$ cat src/rtl/gamesys_wall_scheduler.sv
// Wall obstacle scheduler: walks the wall slots once per game tick, scrolling,
// respawning off-screen walls with an LFSR-chosen gap and flagging score crossings.
module gamesys_wall_scheduler #(
  parameter int unsigned NUM_WALLS    = 5,
  parameter int unsigned POS_W        = 12,
  parameter int          SCREEN_W     = 640,
  parameter int          WALL_SPACING = 160,
  parameter int          WALL_HALF_W  = 26,
  parameter int          GAP_HEIGHT   = 120,
  parameter int          GAP_Y_MIN    = 40,
  parameter int          GAP_Y_SPAN   = 200,
  parameter int          INIT_GAP_Y   = 140,
  parameter int          BIRD_X       = 160,
  parameter logic [15:0] LFSR_SEED    = 16'hACE1
) (
  input  logic                    base_clk,
  input  logic                    reset,
  input  logic                    game_tick,
  input  logic                    run,
  input  logic                    restart,
  input  logic [3:0]              scroll_speed,
  output logic signed [POS_W-1:0] pos_wall_x      [NUM_WALLS],
  output logic signed [POS_W-1:0] pos_wall_y      [NUM_WALLS],
  output logic signed [POS_W-1:0] pos_wall_height [NUM_WALLS],
  output logic                    busy,
  output logic                    frame_done,
  output logic                    score_pulse
);

  localparam int unsigned IDX_W = (NUM_WALLS > 1) ? $clog2(NUM_WALLS) : 1;
  localparam int unsigned EXT_W = POS_W + 2;
  localparam logic signed [EXT_W-1:0] OFF_LIM = EXT_W'(-WALL_HALF_W);
  localparam logic signed [EXT_W-1:0] BIRD_E  = EXT_W'(BIRD_X);
  localparam logic signed [EXT_W-1:0] WRAP_E  = EXT_W'(int'(NUM_WALLS) * WALL_SPACING);
  localparam logic [15:0] LFSR_TAPS = 16'hB400;

  typedef enum logic [1:0] {
    IDLE   = 2'd0,
    UPDATE = 2'd1,
    DONE   = 2'd2
  } state_t;

  state_t           state;
  logic [IDX_W-1:0] idx;
  logic [3:0]       spd;
  logic [15:0]      lfsr;

  logic signed [EXT_W-1:0] x_old_c, x_new_c, x_resp_c, spd_e_c;
  logic [15:0]             lfsr_next_c;
  logic [7:0]              gap_r_c;
  logic                    respawn_c, score_c;

  // Slot datapath for the slot currently addressed by idx
  always_comb begin
    x_old_c     = {{2{pos_wall_x[idx][POS_W-1]}}, pos_wall_x[idx]};
    spd_e_c     = {{(EXT_W-4){1'b0}}, spd};
    x_new_c     = x_old_c - spd_e_c;
    x_resp_c    = x_new_c + WRAP_E;
    respawn_c   = (x_new_c < OFF_LIM);
    lfsr_next_c = {1'b0, lfsr[15:1]} ^ (lfsr[0] ? LFSR_TAPS : 16'h0000);
    gap_r_c     = lfsr_next_c[7:0];
    if (gap_r_c > 8'(GAP_Y_SPAN)) begin
      gap_r_c = gap_r_c - 8'(GAP_Y_SPAN + 1);
    end
    score_c     = (x_old_c >= BIRD_E) && (x_new_c < BIRD_E);
  end

  always_ff @(posedge base_clk or negedge reset) begin
    if (!reset) begin
      state       <= IDLE;
      idx         <= '0;
      spd         <= '0;
      lfsr        <= LFSR_SEED;
      busy        <= 1'b0;
      frame_done  <= 1'b0;
      score_pulse <= 1'b0;
      for (int i = 0; i < int'(NUM_WALLS); i++) begin
        pos_wall_x[i]      <= POS_W'(SCREEN_W + i * WALL_SPACING);
        pos_wall_y[i]      <= POS_W'(INIT_GAP_Y);
        pos_wall_height[i] <= POS_W'(GAP_HEIGHT);
      end
    end else if (restart) begin
      // Restart reloads the layout but keeps the LFSR sequence running
      state       <= IDLE;
      idx         <= '0;
      busy        <= 1'b0;
      frame_done  <= 1'b0;
      score_pulse <= 1'b0;
      for (int i = 0; i < int'(NUM_WALLS); i++) begin
        pos_wall_x[i]      <= POS_W'(SCREEN_W + i * WALL_SPACING);
        pos_wall_y[i]      <= POS_W'(INIT_GAP_Y);
        pos_wall_height[i] <= POS_W'(GAP_HEIGHT);
      end
    end else begin
      frame_done  <= 1'b0;
      score_pulse <= 1'b0;
      case (state)
        IDLE: begin
          if (game_tick && run) begin
            state <= UPDATE;
            idx   <= '0;
            spd   <= scroll_speed;
            busy  <= 1'b1;
          end
        end
        UPDATE: begin
          if (respawn_c) begin
            pos_wall_x[idx] <= POS_W'(x_resp_c);
            pos_wall_y[idx] <= POS_W'(GAP_Y_MIN) + POS_W'(gap_r_c);
            lfsr            <= lfsr_next_c;
          end else begin
            pos_wall_x[idx] <= POS_W'(x_new_c);
          end
          score_pulse <= score_c;
          if (idx == IDX_W'(NUM_WALLS - 1)) begin
            state      <= DONE;
            frame_done <= 1'b1;
          end else begin
            idx <= idx + IDX_W'(1);
          end
        end
        DONE: begin
          state <= IDLE;
          busy  <= 1'b0;
        end
        default: begin
          state <= IDLE;
          busy  <= 1'b0;
        end
      endcase
    end
  end

endmodule

$ cat config.mk
export PLATFORM = sky130hd
export DESIGN_NAME = gamesys_wall_scheduler
export DESIGN_NICKNAME = d
export VERILOG_FILES = /design/src/rtl/gamesys_wall_scheduler.sv
export SDC_FILE = /design/constraint.sdc
export NUM_CORES = 1
export LEC_CHECK = 0
export ABC_AREA = 1
export BUFFER_PORTS_ARGS = -buffer_cell sky130_fd_sc_hd__buf_2
export CORE_MARGIN = 4
export CORE_UTILIZATION = 54
export CTS_CLUSTER_DIAMETER = 80
export CTS_CLUSTER_SIZE = 40
export DETAILED_ROUTE_END_ITERATION = 8
export PLACE_DENSITY_LB_ADDON = 0.15
export SYNTH_ARGS = -nofsm -noshare
export SYNTH_HDL_FRONTEND = slang
export SYNTH_SLANG_ARGS = --single-unit
$ cat constraint.sdc
create_clock -name base_clk -period 4.07 [get_ports base_clk]
set_input_delay 1.221 -clock base_clk [delete_from_list [all_inputs] [get_ports base_clk]]
set_output_delay 1.221 -clock base_clk [all_outputs]
set_load 0.01 [all_outputs]
==> out/qor.txt <==
Outcome: completed
Fmax: 264 MHz
Period minus WS final: 3780 ps
Total die area: 0.0159 mm²
CP Max Fanout: 11
Fill cells: 1184
Residual DRC: 0
Cell mode on critical path: nand2_1
Top cells by area, synth: dfrtp_1 32%, nand2_1 15%, dfstp_2 13%
WP depth: 26
Design area: 0.00887 mm²
RSZ-0062 raised after global routing: no
Most common cell after layout, fill and taps aside: nand2_1
Gr usage total: 26.0%
WP data required: 4420 ps
DRT Pass-1 Iters: 5
Power Dens Cells: 644 mW/mm²
Worst min path class: flop to flop
Vias: 6694
Crit path max-delay family: simple AND/OR/NAND/NOR gates
Number of DRC markers in iteration 0: 629
Crit-path max cell delay: 440 ps
Synth Flop Type: dfrtp_1
Htree depth: 4
Crit. End Element: flop
Yosys warns: 0
Clk pin slew, worst setup/hold paths: 60 ps
# port buffers: 116
Die H: 126 µm
Post-synth ARST share: 100%
Pin count of the biggest net entering global routing: 57
Placed wire-length estimate: 15700 µm
Top cell type by total area after synthesis: dfrtp_1
First-pass GRT wire length: 32900 µm
Die X: 126 µm
Critical path arrival: 4130 ps
CP Class: flop to flop
Most frequent cells in the layout: 296 x nand2_1, 115 x buf_2, 94 x dfrtp_1
CTS Hold Bufs: 0
Max_slew headroom: 50.6%
Antenna-violating nets left: 0
Skew final: 9.37 ps
Core area: 0.0135 mm²
Layout cell share with drive strength beyond 1: 26.9%
Initial Utilization: 56.1%
CTS sink count: 133
CP Launch Type: flop
Overflow left after global routing: 0
Sequential element share of the synthesized area: 44.7%
Max-cap viol count: 0
Flop and latch count out of synthesis: 133
Final Core Density: 65.9%
CTS tree: built
Post-place instance area: 0.00817 mm²
Hold Crit Depth: 2
Number of flops mapped to enable cells by yosys: 0
Worst-skew pair later-pin latency: 420 ps
Via density per instance: 5.26
Static leakage: 4.80 nW
Final setup fails: 0
Initial antenna violation count: 0
CP bufs+invs: 5
Vias in the first global route: 6219
Area growth syn-to-layout: 17.4%
Final max-slew violation count: 0
Slowest cell on the critical path: dfrtp_2
Worst VDD drop: 0.000448 V
Final worst-path cycle share: 92.9%
WL final: 21200 µm
Syn Area/Cell: 8.10 µm²
# rows: 42
Avg WL per Cell: 16.7 µm
Slew @ Worst Pin: 736 ps
Synth Instances: 932
I/O pin cnt: 192
Placer Congestion: 0.941
Clk root buf: clkbuf_16
Nets: 1103
Yosys cell types: 43
Clk buf depth: 2
Yosys top cell area share: 31.8%
Worst R2R Path Depth: 26
Synthesized cell area: 0.00755 mm²
Final hold violations: 0
TritonCTS Buffers: 17
Ant diodes: 0
==> what timing repair did <==
item                                   CTS  global route
setup endpoints to repair               43            81
gates resized for setup                  3            16
gates cloned                             0             1
endpoints found under the hold margin    0             0
setup buffers                            0             2
pin swaps                                0             4
==> stage by stage <==
| step | setup slack (ps) | instances | hold slack (ps) | power [mW] | TNS, ps |
|---|---|---|---|---|---|
| detailed placement | -83.8 | 1237 | 452 | 4.14 | -501 |
| finish | 289 | 1272 | 459 | 5.71 | 0 |
| global route | 50.7 | 1272 | 478 | 6.05 | 0 |
| floorplan | 353 | 1005 | 442 | 3.38 | 0 |
| global placement | 118 | 1237 | 448 | 4.11 | 0 |
| CTS | 32.0 | 1269 | 461 | 5.67 | 0 |
==> per-layer routing <==
layer	vias up	share of wire, %	GRT usage, %
li1	3171	-	-
met1	3171	42	36.0
met2	312	47	41.2
met3	40	8.3	5.50
met4	0	2.2	8.26
met5	-	0	0
==> final timing paths <==
check	start	endpoint	slack, ps
setup / recovery	idx[2]	lfsr[7]	290
hold / removal	pos_wall_y[43]	pos_wall_y[43]	460
setup reg to reg	idx[2]	lfsr[7]	290
hold reg to reg	pos_wall_y[43]	pos_wall_y[43]	460
max in group asynchronous	reset	pos_wall_x[55]	2380
min in group asynchronous	reset	pos_wall_y[8]	770
==> tightest hold or removal path: stages (launching register included) <==
cell     delay, ps
dfstp_2        360
nand2_1         50
nand2_1         40
==> Yosys cell counts (all sizes together) (2+ instances only) <==
master    n
a21boi    5
a21oi    16
buf      92
clkbuf    3
clkinv    3
conb      2
dfrtp    96
dfstp    37
ha       10
inv      82
nand2   313
nand3    80
nand3b    2
nand4    22
nor2     62
nor3      5
o21ai    55
o221ai    3
o22ai    18
or2       5
xnor2     4
xor2     10
==> state kept, by name (all words and copies together) (netlist names) <==
signal / count
state: 2
busy: 1
frame_done: 1
lfsr: 16
spd: 4
pos_wall_y: 45
idx: 3
pos_wall_x: 60
score_pulse: 1
==> cell type report <==
cell class	count	area, µm²	area share, %
Clock buffer	22	464	5.23
Clock inverter	10	123	1.38
Tap cell	176	220	2.48
Timing Repair Buffer	153	877	9.89
Sequential cell	133	3380	38.1
Inverter	85	319	3.60
Multi-Input combinational cell	693	3490	39.3
==> power by group <==
part           internal [mW]  leakage [nW]  switching, mW  total, mW
clock                  0.937         0.277          0.581       1.52
sequential              1.69          1.67          0.224       1.91
combinational          0.772          2.85           1.51       2.28
total                   3.40          4.80           2.31       5.71
==> logic make-up after synthesis <==
family / after synthesis / synth area share (%)
AOI/OAI and AO/OA: 101 / 8.07
xor gates and xnor gates: 14 / 1.72
adders and majority gates: 11 / 1.92
buffers and inverters: 180 / 13.9
DFF: 133 / 44.7
muxes: 1 / 0.149
other: 2 / 0.0994
and+or+nand+nor: 490 / 29.5
(Power assumes the default switching activity.)
